[src/rtl/obstacle_scheduler_if.sv]
// Obstacle scheduler bus: groups the game-control inputs, the external
// interval down-counter handshake and the scheduler status outputs.
//
// Signals:
//   frame_tick     one-cycle pulse per game frame
//   start          pulse, starts a game from IDLE or OVER
//   collision      level, dino/obstacle overlap
//   cnt_value[8:0] current value of the external down-counter
//   cnt_load       counter load strobe (counter takes cnt_load_value next edge)
//   cnt_load_value interval to load
//   cnt_dec        counter decrement enable
//   spawn          one-cycle obstacle spawn pulse
//   obstacle_type  type of the last spawned obstacle
//   level          current difficulty level
//   running        high while a game is in progress
//   game_over      high after a collision until restarted
//
// Modports:
//   master  game environment / counter side (drives the inputs)
//   slave   the scheduler itself
interface obstacle_scheduler_if;
  logic       frame_tick;
  logic       start;
  logic       collision;
  logic [8:0] cnt_value;
  logic       cnt_load;
  logic [8:0] cnt_load_value;
  logic       cnt_dec;
  logic       spawn;
  logic [1:0] obstacle_type;
  logic [2:0] level;
  logic       running;
  logic       game_over;

  modport master (
    output frame_tick, start, collision, cnt_value,
    input  cnt_load, cnt_load_value, cnt_dec, spawn,
    input  obstacle_type, level, running, game_over
  );

  modport slave (
    input  frame_tick, start, collision, cnt_value,
    output cnt_load, cnt_load_value, cnt_dec, spawn,
    output obstacle_type, level, running, game_over
  );
endinterface

[src/rtl/obstacle_scheduler.sv]
// obstacle_scheduler: sequences the external 9-bit obstacle interval
// down-counter. Loads it with a jittered spawn interval, forwards frame
// ticks as decrements while waiting, and emits a one-cycle spawn pulse with
// an obstacle type when the counter reaches zero. Difficulty rises every
// SPAWNS_PER_LEVEL spawns (saturating at MAX_LEVEL); a collision freezes
// the game in OVER until start.
//
// Ports:
//   clk    single clock, rising edge
//   rst_n  asynchronous active-low reset
//   sched  obstacle_scheduler_if.slave (control inputs, counter handshake,
//          status outputs)
module obstacle_scheduler #(
  parameter int         BASE_INTERVAL    = 200,
  parameter int         MIN_INTERVAL     = 40,
  parameter int         LEVEL_STEP       = 16,
  parameter int         SPAWNS_PER_LEVEL = 8,
  parameter int         MAX_LEVEL        = 7,
  parameter logic [7:0] LFSR_SEED        = 8'hA5
) (
  input  logic                 clk,
  input  logic                 rst_n,
  obstacle_scheduler_if.slave  sched
);

  typedef enum logic [2:0] {
    S_IDLE  = 3'd0,
    S_LOAD  = 3'd1,
    S_WAIT  = 3'd2,
    S_SPAWN = 3'd3,
    S_OVER  = 3'd4
  } state_t;

  // An all-zero LFSR would lock up, so a zero seed is replaced.
  localparam logic [7:0] SEED_EFF   = (LFSR_SEED == 8'h00) ? 8'h01 : LFSR_SEED;
  localparam logic [2:0] SPAWN_WRAP = 3'(SPAWNS_PER_LEVEL - 1);
  localparam logic [2:0] LEVEL_MAX  = 3'(MAX_LEVEL);

  state_t     state_q, state_d;
  logic [7:0] lfsr_q, lfsr_d;
  logic [2:0] level_q, level_d;
  logic [2:0] spawn_cnt_q, spawn_cnt_d;
  logic [1:0] type_q, type_d;

  logic       cnt_load;
  logic [8:0] cnt_load_value;
  logic       cnt_dec;
  logic       spawn;
  logic       running;
  logic       game_over;

  // Per-level interval base, clamped at MIN_INTERVAL. Evaluated at
  // elaboration in signed int arithmetic, so the subtraction cannot wrap.
  logic [8:0] base_lut [8];

  for (genvar gi = 0; gi < 8; gi++) begin : g_base
    localparam int RAW     = BASE_INTERVAL - gi * LEVEL_STEP;
    localparam int CLAMPED = (RAW < MIN_INTERVAL) ? MIN_INTERVAL : RAW;
    assign base_lut[gi] = 9'(CLAMPED);
  end

  // Fibonacci LFSR x^8+x^6+x^5+x^4+1, advancing on every frame tick in all
  // states so the jitter sequence depends on how long the player survives.
  always_comb begin
    lfsr_d = lfsr_q;
    if (sched.frame_tick) begin
      lfsr_d = {lfsr_q[6:0], lfsr_q[7] ^ lfsr_q[5] ^ lfsr_q[4] ^ lfsr_q[3]};
    end
  end

  always_ff @(posedge clk or negedge rst_n) begin
    if (!rst_n) begin
      state_q     <= S_IDLE;
      lfsr_q      <= SEED_EFF;
      level_q     <= '0;
      spawn_cnt_q <= '0;
      type_q      <= '0;
    end else begin
      state_q     <= state_d;
      lfsr_q      <= lfsr_d;
      level_q     <= level_d;
      spawn_cnt_q <= spawn_cnt_d;
      type_q      <= type_d;
    end
  end

  always_comb begin
    state_d        = state_q;
    level_d        = level_q;
    spawn_cnt_d    = spawn_cnt_q;
    type_d         = type_q;
    cnt_load       = 1'b0;
    cnt_load_value = '0;
    cnt_dec        = 1'b0;
    spawn          = 1'b0;
    running        = 1'b0;
    game_over      = 1'b0;

    case (state_q)
      S_IDLE: begin
        if (sched.start) begin
          state_d     = S_LOAD;
          level_d     = '0;
          spawn_cnt_d = '0;
        end
      end

      S_LOAD: begin
        running        = 1'b1;
        cnt_load       = 1'b1;
        cnt_load_value = base_lut[level_q] + {4'b0000, lfsr_q[4:0]};
        // cnt_value is still the old (possibly zero) count here; it is
        // deliberately not looked at.
        state_d        = sched.collision ? S_OVER : S_WAIT;
      end

      S_WAIT: begin
        running = 1'b1;
        cnt_dec = sched.frame_tick;
        if (sched.collision) begin
          state_d = S_OVER;
        end else if (sched.cnt_value == 9'd0) begin
          state_d = S_SPAWN;
          type_d  = lfsr_q[1:0];
        end
      end

      S_SPAWN: begin
        running = 1'b1;
        // The pulse is never retracted, so the spawn is counted even when a
        // collision sends us to OVER on the same edge.
        spawn   = 1'b1;
        if (spawn_cnt_q == SPAWN_WRAP) begin
          spawn_cnt_d = '0;
          if (level_q < LEVEL_MAX) begin
            level_d = level_q + 3'd1;
          end
        end else begin
          spawn_cnt_d = spawn_cnt_q + 3'd1;
        end
        state_d = sched.collision ? S_OVER : S_LOAD;
      end

      S_OVER: begin
        game_over = 1'b1;
        if (sched.start) begin
          state_d     = S_LOAD;
          level_d     = '0;
          spawn_cnt_d = '0;
        end
      end

      default: begin
        state_d = S_IDLE;
      end
    endcase
  end

  assign sched.cnt_load       = cnt_load;
  assign sched.cnt_load_value = cnt_load_value;
  assign sched.cnt_dec        = cnt_dec;
  assign sched.spawn          = spawn;
  assign sched.obstacle_type  = type_q;
  assign sched.level          = level_q;
  assign sched.running        = running;
  assign sched.game_over      = game_over;

endmodule

[src/flat_wrapper.sv]
// flat-port wrapper written by rule: the top's interface ports become plain ports
module obstacle_scheduler_flat 
#(
  parameter int         BASE_INTERVAL    = 200,
  parameter int         MIN_INTERVAL     = 40,
  parameter int         LEVEL_STEP       = 16,
  parameter int         SPAWNS_PER_LEVEL = 8,
  parameter int         MAX_LEVEL        = 7,
  parameter logic [7:0] LFSR_SEED        = 8'hA5
)
  (clk, rst_n, sched_frame_tick, sched_start, sched_collision, sched_cnt_value, sched_cnt_load, sched_cnt_load_value, sched_cnt_dec, sched_spawn, sched_obstacle_type, sched_level, sched_running, sched_game_over);
  obstacle_scheduler_if sched_i ();
  input  logic clk;
  input  logic rst_n;
  input wire logic [$bits(sched_i.frame_tick)-1:0] sched_frame_tick;
  input wire logic [$bits(sched_i.start)-1:0] sched_start;
  input wire logic [$bits(sched_i.collision)-1:0] sched_collision;
  input wire logic [$bits(sched_i.cnt_value)-1:0] sched_cnt_value;
  output wire logic [$bits(sched_i.cnt_load)-1:0] sched_cnt_load;
  output wire logic [$bits(sched_i.cnt_load_value)-1:0] sched_cnt_load_value;
  output wire logic [$bits(sched_i.cnt_dec)-1:0] sched_cnt_dec;
  output wire logic [$bits(sched_i.spawn)-1:0] sched_spawn;
  output wire logic [$bits(sched_i.obstacle_type)-1:0] sched_obstacle_type;
  output wire logic [$bits(sched_i.level)-1:0] sched_level;
  output wire logic [$bits(sched_i.running)-1:0] sched_running;
  output wire logic [$bits(sched_i.game_over)-1:0] sched_game_over;
  assign sched_i.frame_tick = sched_frame_tick;
  assign sched_i.start = sched_start;
  assign sched_i.collision = sched_collision;
  assign sched_i.cnt_value = sched_cnt_value;
  assign sched_cnt_load = sched_i.cnt_load;
  assign sched_cnt_load_value = sched_i.cnt_load_value;
  assign sched_cnt_dec = sched_i.cnt_dec;
  assign sched_spawn = sched_i.spawn;
  assign sched_obstacle_type = sched_i.obstacle_type;
  assign sched_level = sched_i.level;
  assign sched_running = sched_i.running;
  assign sched_game_over = sched_i.game_over;
  obstacle_scheduler #(.BASE_INTERVAL(BASE_INTERVAL), .MIN_INTERVAL(MIN_INTERVAL), .LEVEL_STEP(LEVEL_STEP), .SPAWNS_PER_LEVEL(SPAWNS_PER_LEVEL), .MAX_LEVEL(MAX_LEVEL), .LFSR_SEED(LFSR_SEED)) u_core (.clk(clk), .rst_n(rst_n), .sched(sched_i));
endmodule
[config.mk]
export PLATFORM = sky130hd
export DESIGN_NAME = obstacle_scheduler_flat
export DESIGN_NICKNAME = d
export VERILOG_FILES = /design/src/rtl/obstacle_scheduler_if.sv /design/src/rtl/obstacle_scheduler.sv /design/src/flat_wrapper.sv
export SDC_FILE = /design/constraint.sdc
export NUM_CORES = 1
export LEC_CHECK = 0
export CORE_MARGIN = 2
export CORE_UTILIZATION = 45
export CTS_BUF_LIST = sky130_fd_sc_hd__clkbuf_8
export CTS_CLUSTER_SIZE = 16
export DETAILED_ROUTE_END_ITERATION = 12
export PLACE_DENSITY = 0.81
export SETUP_SLACK_MARGIN = 0.5
export SYNTH_ARGS = -nofsm -noshare
export SYNTH_HDL_FRONTEND = slang
export SYNTH_SLANG_ARGS = --single-unit
[constraint.sdc]
create_clock -name clk -period 2.1 [get_ports clk]
set_input_delay 0.42 -clock clk [delete_from_list [all_inputs] [get_ports clk]]
set_output_delay 0.42 -clock clk [all_outputs]
set_load 0.05 [all_outputs]
* Word level (Yosys, flattened, before mapping) *
Memories as Yosys holds them, arrays and structs flattened.
Cells that the tools add are included.

word-level totals
  logic and storage cells = 54
  input bits = 14
  flip-flop bits (word level) = 19
  ROM bits = 72
  memories kept = 1
  output and inout bits = 19

memory list
  memory            depth  bits a word  rd ports  clocked after memory_dff  wr ports  RTL line                   source
  (name not given)  8      9            1         0                         0         obstacle_scheduler.sv:111  cnt_load_value = base_lut[level_q] + {4'b0000, lfsr_q[4:0]};

cells by class
  reduce and logical (&&, ||, !) cells = 9
  magnitude comparators = 2
  $add $sub $neg = 3
  bitwise logic cells = 5
  muxes and demuxes = 20
  equal/unequal tests = 9

operators with widths
  operator                                                                  count
  3-bit 2-to-1 mux                                                          9
  9-bit 2-to-1 mux                                                          3
  3-bit one-hot mux with 2 select lines                                     2
  3-bit one-hot mux with 4 select lines                                     1
  9-bit by 5-bit adder with 9-bit output                                    1
  9-bit zero test                                                           1
  3-bit by 1-bit adder with 3-bit output (second input constant)            2
  3-bit by 2-bit == test with 1-bit output (second input constant)          2
  3-bit == test (second input constant)                                     2
  2-bit by 1-bit inequality test with 1-bit output (second input constant)  3
  1-bit 2-to-1 mux                                                          5
  4-bit greater-or-equal comparator (second input constant)                 1
  3-bit inverter with 4-bit output                                          1
  2-bit AND reduction                                                       2
  4-bit AND reduction                                                       1
  3-bit by 1-bit == test with 1-bit output (second input constant)          1
  3-bit zero test                                                           1
  3-bit < comparator (second input constant)                                1
  3-bit by 2-bit inequality test with 1-bit output (second input constant)  1
  3-bit AND reduction                                                       1
  3-bit OR reduction                                                        1
  1-bit bitwise XOR                                                         3
  2-bit nonzero test                                                        1
  2-bit OR reduction                                                        1
  1-bit inverter                                                            1

* Depth between registers and ports, before layout *
Gate-level depths: netlist of run 1.

  depth in word-level cells = 6
  depth in mapped cells = 6
  mapped depth without buffers = 5

* Worst setup path after synthesis of run 1 *
Ideal clock, no wire load.

  path kind = flip-flop to output port
  from = register u_core.level_q[0], in the netlist u_core.sched.level[0]
  to = output port sched_cnt_load_value[6]
  arrival time = 2.421 ns
  cell stages (with the launch flop) = 6
  data required time = 1.680 ns
  path buffers = 0
  path slack = -0.741 ns
  cells stage by stage = dfrtp_1 > inv_1 > ha_1 > or2_1 > a211o_1 > a21oi_1

between the ends
  word-level cells in the longest chain between the ends = 6

ends and longest elaborated chain
  item                                                    RTL line                   source
  start: declaration                                      obstacle_scheduler.sv:41   logic [2:0] level_q, level_d;
  start signal: assignment                                obstacle_scheduler.sv:81   level_q <= level_d;
  3-bit inverter with 4-bit output (not written as such)  obstacle_scheduler.sv:111
  memory read 8 x 9 bit                                   -
  9-bit 2-to-1 mux (not written as such) (2 in a row)     obstacle_scheduler.sv:111
  9-bit by 5-bit adder with 9-bit output                  obstacle_scheduler.sv:111
  9-bit 2-to-1 mux                                        obstacle_scheduler.sv:99   case (state_q)
  end: declaration                                        flat_wrapper.sv:20         output wire logic [$bits(sched_i.cnt_load_value)-1:0] sched_cnt_load_value;

Every way passes these cells. The select of a mux whose other input is x is not followed.

* Worst setup path in the final report of run 1 *
Same ends and word-level chain as after synthesis.

==> results.toml, run 1 <==
[cts]
postCtsHoldBufs = 0
numCtsBuffers = 3
clockBufferDepth = 2
insertion_delay_ns = 0.26
clock_sinks = 19
cts_tree = "yes"
clockRootBuffer = "clkbuf_8"
htree_levels = 1
clkTransAtPathRegs_ns = 0.07

[worst_setup_path]
critPathKind = "register to primary output"
worstPathArrival_ns = 1.81
critPathCaptureType = "primary output"
path_cells = "inv_4 > ha_4 > or2_1 > a211o_1 > a21oi_4 > buf_12"
critPathMaxFanout = 4
worstSetupStartpointType = "register"
required_ns = 1.68
cpPeakStageDelay_ns = 0.47
slowest_stage = "dfrtp_4"
ff2ff_setup_slack_ns = 0.45

[drt]
postRouteWirelength_um = 3670
via_per_inst = 5.82
vias = 1130
drtIter0Drc = 15
wl_per_cell_um = 18.9
drtPass1Iterations = 4
drc = 0
drtAntennaViolNets = 0

[logic_synthesis]
syn-num-nets = 133
synth_top_family_by_area = "simple AND/OR/NAND/NOR gates"
yosysSeqAreaShare_pct = 41.4
synth_xor_xnor_area_share_pct = 3.77
yosys-mux-area-fraction_pct = 8.73
synth_fa_ha_area_share_pct = 8.19
synthSimpleGateAreaFrac_pct = 20.5
ys_types = 36
yosysWarnings = 0
syn_avg_cell_area_um2 = 10.4
ys_ff_latch = 19
syn_inst = 112
syn_area_um2 = 1160
synth_compound_area_share_pct = 13.0

[finish]
final_common_cell = "buf_12"
drive_above_1_share_pct = 56.1
fin_util_pct = 85.0
instances_no_fill = 194
stdcell_area_um2 = 2090
diodes = 0
syn2layout_area_growth_pct = 79.7
final_cell_mix = "14 x buf_12, 13 x clkdlybuf4s50_1, 11 x buf_4, 11 x dfrtp_1, 10 x buf_6"
fin_nets = 186

[global_route]
antenna_found_initial = 0
grt_pass1_wl_um = 5130
grt_pass1_vias = 1154
grt_overflow = 0
track_usage_pct = 25.1
grt_max_degree = 20

[run_status]
status = "complete, but fails checks"
violations = "setup timing"

[timing]
finalCritPeriodShare_pct = 106
setup_viol = 2
rsz0062_at_grt = "yes"
skew_ns = 0.00142
tightestPinTransition_ns = 0.498
finalMaxSlewViolations = 0
hold_ws_ns = 0.509
post-route-min-period_ns = 2.23
setup_tns_ns = -0.225
max_freq_mhz = 448
hold_violations = 0
setup_slack_ns = -0.130
relSlewSlack_pct = 66.9

[floorplan]
fp.coreArea_um2 = 2450
num_io_pins = 33
die_area_um2 = 3000
fp.dieH_um = 54.8
rows = 18
die_w_um = 54.8
initial_utilization_pct = 47.3

[placed_design]
placed_cells = 175
place.gp.congestion = 0.753
place_area_um2 = 1770
dp_hpwl_um = 2300
dp_slack_ns = 0.0622
io_buffers = 32

[hold_path]
hold_class = "register to register"

[job]
max-cap-violations = 0

[power]
p_total_mw = 3.10
power.density_nw_per_um2 = 1480
p_leak_nw = 0.856
irDropWorstVdd_mv = 1.18
==> critical path, delay by kind of cell (launching register included) <==
| kind | cells | cell delay [ns] |
|---|---|---|
| compound gates | 2 | 0.46 |
| flops | 1 | 0.47 |
| simple gates | 1 | 0.23 |
| buf+inv | 2 | 0.21 |
| fa+ha+maj | 1 | 0.17 |
==> power by group <==
part / total [mW] / leakage [nW] / internal, mW / switching, mW
logic: 2.15 / 0.599 / 1.09 / 1.06
registers: 0.685 / 0.230 / 0.526 / 0.159
clock network: 0.263 / 0.0269 / 0.131 / 0.133
==> cell families after synthesis <==
kind of cell,after synthesis
AND/OR/NAND/NOR,38
AO/OA/AOI/OAI,23
flip-flops,19
buffers and inverters,11
multiplexers,9
adder cells (fa/ha/maj),7
XOR/XNOR,5
==> state kept, by name (all words and copies together), names as in the netlist <==
signal	flops
u_core.state_q	3
u_core.sched.obstacle_type	2
u_core.sched.level	3
u_core.lfsr_q	8
u_core.spawn_cnt_q	3
==> layer usage <==
metal / GRT usage (%) / vias to the layer above / share of wire [%]
met4: 13.3 / 0 / 2.2
met5: 0 / - / 0
met2: 45.8 / 53 / 56
met3: 4.37 / 9 / 5.4
met1: 27.1 / 562 / 36
li1: - / 506 / -
==> final cells by class <==
type	count	area [um^2]
Multi-Input combinational cell	82	803
Clock inverter	1	3.75
Timing Repair Buffer	54	686
Tap cell	30	37.5
Clock buffer	3	41.3
Sequential cell	19	488
Fill cell	131	368
Inverter	5	27.5
==> synth_stat cells <==
| cell | number | area share (%) |
|---|---|---|
| a211o_1 | 2 | 1.5 |
| a21oi_1 | 8 | 3.4 |
| a22o_1 | 2 | 1.5 |
| a31oi_1 | 1 | 0.54 |
| a32o_1 | 1 | 0.86 |
| and2_1 | 6 | 3.2 |
| and3b_2 | 1 | 0.86 |
| and4bb_2 | 1 | 1.1 |
| buf_2 | 2 | 0.86 |
| buf_6 | 1 | 0.97 |
| clkbuf_1 | 3 | 0.97 |
| dfrtp_1 | 15 | 32 |
| dfstp_2 | 4 | 9.1 |
| fa_1 | 1 | 1.7 |
| ha_1 | 6 | 6.5 |
| inv_1 | 5 | 1.6 |
| mux2_2 | 9 | 8.7 |
| nand2_1 | 5 | 1.6 |
| nand2b_1 | 1 | 0.54 |
| nand3_1 | 1 | 0.43 |
| nand3b_1 | 3 | 1.9 |
| nand4_1 | 2 | 1.1 |
| nand4b_1 | 1 | 0.75 |
| nor2_1 | 8 | 2.6 |
| nor2b_1 | 1 | 0.54 |
| nor3_1 | 3 | 1.3 |
| nor3b_1 | 1 | 0.65 |
| nor4_1 | 1 | 0.54 |
| nor4b_4 | 1 | 2.0 |
| o211a_1 | 1 | 0.86 |
| o211ai_1 | 3 | 1.9 |
| o21ai_0 | 3 | 1.3 |
| o22ai_1 | 2 | 1.1 |
| or2_1 | 1 | 0.54 |
| or3b_2 | 1 | 0.75 |
| xnor2_1 | 5 | 3.8 |
==> worst paths after layout <==
| check | startpoint | to | depth (start not counted) |
|---|---|---|---|
| setup / recovery | u_core.sched.level[0] | sched_cnt_load_value[6] | 6 |
| min in group asynchronous | rst_n | u_core.lfsr_q[3] | 2 |
| hold reg to reg | u_core.spawn_cnt_q[2] | u_core.spawn_cnt_q[2] | 1 |
| setup reg to reg | u_core.state_q[2] | u_core.sched.obstacle_type[0] | 5 |
| hold / removal | u_core.spawn_cnt_q[2] | u_core.spawn_cnt_q[2] | 1 |
| max in group asynchronous | rst_n | u_core.lfsr_q[2] | 2 |
==> what timing repair did <==
action / in CTS / in global routing
endpoints found under the setup margin: 21 / 21
setup buffers: 10 / 4
resized for setup: 34 / 16
pin swaps: 6 / 9
cloned: 0 / 1
No activity file was read; power rests on OpenSTA's default activity.
==> inputs of run 2 (changes only) <==
--- a/config.mk
+++ b/config.mk
@@ -10,6 +10,7 @@
 export CTS_BUF_LIST = sky130_fd_sc_hd__clkbuf_8
 export CTS_CLUSTER_SIZE = 16
 export DETAILED_ROUTE_END_ITERATION = 12
+export GPL_ROUTABILITY_DRIVEN = 0
 export PLACE_DENSITY = 0.81
 export SETUP_SLACK_MARGIN = 0.5
 export SYNTH_ARGS = -nofsm -noshare
==> results of run 2 <==
The final DEF is identical to that of run 1; final timing and power are the same.
==> inputs of run 3 (changes only) <==
--- a/config.mk
+++ b/config.mk
@@ -6,12 +6,12 @@
 export NUM_CORES = 1
 export LEC_CHECK = 0
 export CORE_MARGIN = 2
-export CORE_UTILIZATION = 45
+export CORE_UTILIZATION = 43
 export CTS_BUF_LIST = sky130_fd_sc_hd__clkbuf_8
 export CTS_CLUSTER_SIZE = 16
 export DETAILED_ROUTE_END_ITERATION = 12
 export GPL_ROUTABILITY_DRIVEN = 0
-export PLACE_DENSITY = 0.81
+export PLACE_DENSITY = 0.78
 export SETUP_SLACK_MARGIN = 0.5
 export SYNTH_ARGS = -nofsm -noshare
 export SYNTH_HDL_FRONTEND = slang
==> constraint.sdc (replaced) <==
create_clock -name clk -period 2.4 [get_ports clk]
set_input_delay 0.48 -clock clk [delete_from_list [all_inputs] [get_ports clk]]
set_output_delay 0.48 -clock clk [all_outputs]
set_load 0.05 [all_outputs]
==> run 3 against run 2 <==
Effect of this change: the run now ends clean; design area decreased by 10%; worst setup slack improved by 0.25 ns; die area increased by 4.3%; total power decreased by 25%; sequential cell count unchanged; count of clock-buffer cells in the layout unchanged; via count decreased by 9.4%; highest routed layer unchanged.
==> results.toml, run 3 (synthesized netlist as in run 1, its figures left out) <==
[finish]
seqCellArea_um2 = 493
n_fill_cell = 184
largest_register_ffs = 8
top_register = "u_core.lfsr_q"
diodes = 0
final_common_cell = "buf_4"
syn2layout_area_growth_pct = 61.0
multi_input_area_um2 = 754
final_cell_mix = "15 x buf_4, 13 x clkdlybuf4s50_1, 10 x buf_12"
drive_above_1_share_pct = 51.0
fin_nets = 177

[floorplan]
initial_utilization_pct = 46.0
num_io_pins = 33
die_area_um2 = 3130
fp.coreArea_um2 = 2520
fp.dieH_um = 56.0
die_w_um = 56.0
rows = 18

[power]
p_leak_nw = 0.768
irDropWorstVdd_mv = 0.935
p_total_mw = 2.31
power.density_nw_per_um2 = 1240

[timing]
post-route-min-period_ns = 2.28
tightestPinTransition_ns = 0.497
max_freq_mhz = 439
skew_ns = 0.00566
finalCritPeriodShare_pct = 95.0
finalMaxSlewViolations = 0
rsz0062_at_grt = "yes"
setup_viol = 0
hold_violations = 0
relSlewSlack_pct = 67.0
setup_tns_ns = 0

[placed_design]
io_buffers = 32
dp_hpwl_um = 1960

[global_route]
grt_pass1_vias = 1083
antenna_found_initial = 0
grt_pass1_wl_um = 4710
grt_overflow = 0
grt_max_degree = 20
track_usage_pct = 18.7

[worst_setup_path]
critPathCaptureType = "primary output"
critPathMaxFanout = 5
critPathKind = "register to primary output"
ff2ff_setup_slack_ns = 0.88
required_ns = 1.92
worstSetupStartpointType = "register"
worstPathArrival_ns = 1.80

[drt]
postRouteWirelength_um = 2770
drc = 0
vias = 1024
drtIter0Drc = 9
wl_per_cell_um = 15.0
drtAntennaViolNets = 0
drtPass1Iterations = 4
via_per_inst = 5.54

[cts]
htree_levels = 1
clock_sinks = 19
cts_tree = "yes"
postCtsHoldBufs = 0
clockBufferDepth = 2
clockRootBuffer = "clkbuf_8"
insertion_delay_ns = 0.26
clkTransAtPathRegs_ns = 0.08
numCtsBuffers = 3

[run_status]
status = "completed"

[job]
max-cap-violations = 0

[hold_path]
hold_class = "register to register"
[run 3: changes by cell type in the layout (fill, tap and decap cells not counted), moves of 2 or more]
cell	delta
dfrtp_1	-4
mux2_2	+2
clkdlybuf4s15_2	-2
mux2_4	-2
dfrtp_2	+4
buf_6	-9
and2_4	-4
dlygate4sd2_1	+3
nor2_4	-3
buf_4	+4
nor2_1	+2
buf_12	-4
and2_2	+3
[run 3: report_power, final]
part / internal (mW) / leakage [nW] / total [mW] / switching [mW]
clock: 0.115 / 0.0255 / 0.224 / 0.109
sequential: 0.465 / 0.225 / 0.612 / 0.146
combinational: 0.699 / 0.517 / 1.48 / 0.780
total: 1.28 / 0.768 / 2.31 / 1.04
[run 3: area by class of cell]
| type | count | area share, % |
|---|---|---|
| clock inverter | 1 | 0.268 |
| clock buffer | 3 | 2.21 |
| timing repair buffer | 45 | 27.4 |
| sequential | 19 | 26.4 |
| multi-input combinational | 82 | 40.4 |
| inverter | 5 | 1.34 |
| tap | 30 | 2.01 |
[run 3: path summary, 6_finish.rpt]
check | from | to | cells past startpoint
min in group asynchronous | rst_n | u_core.sched.level[0] | 2
min reg2reg | u_core.spawn_cnt_q[1] | u_core.spawn_cnt_q[1] | 1
max reg2reg | u_core.state_q[1] | u_core.sched.level[2] | 5
min | u_core.spawn_cnt_q[1] | u_core.spawn_cnt_q[1] | 1
max | u_core.sched.level[0] | sched_cnt_load_value[7] | 5
max in group asynchronous | rst_n | u_core.lfsr_q[5] | 2
[run 3: routing by layer]
layer | up-vias | GRT usage [%] | share of wire [%]
li1 | 487 | - | -
met5 | - | 0 | 0
met1 | 506 | 21.5 | 42
met4 | 0 | 6.80 | 1.1
met2 | 27 | 33.9 | 53
met3 | 4 | 3.72 | 3.5
[run 3: stage by stage]
stage                     cell area, um^2  utilization (%)  hold slack [ns]  std cells  worst slack [ns]
after floorplan                      1240                -            0.184        112             0.283
after global routing                 1870             74.1            0.527        185            0.0574
final                                1870             74.1            0.502        185             0.121
after detailed placement             1670             66.0            0.490        170             0.333
after CTS                            1800             71.5            0.507        179             0.125
after global placement               1670             66.0            0.478        170             0.395
[run 3: worst max-delay path, cell delays in order (launching register included)]
cell	delay [ns]
dfrtp_4	0.53
fa_2	0.40
nand2_1	0.08
o21ai_0	0.08
o211a_2	0.30
buf_12	0.15
[run 3: repair_timing]
action | in CTS | in global routing
pin swaps | 1 | 5
resized for setup | 18 | 6
setup buffers | 5 | 6
setup endpoints to repair | 16 | 9
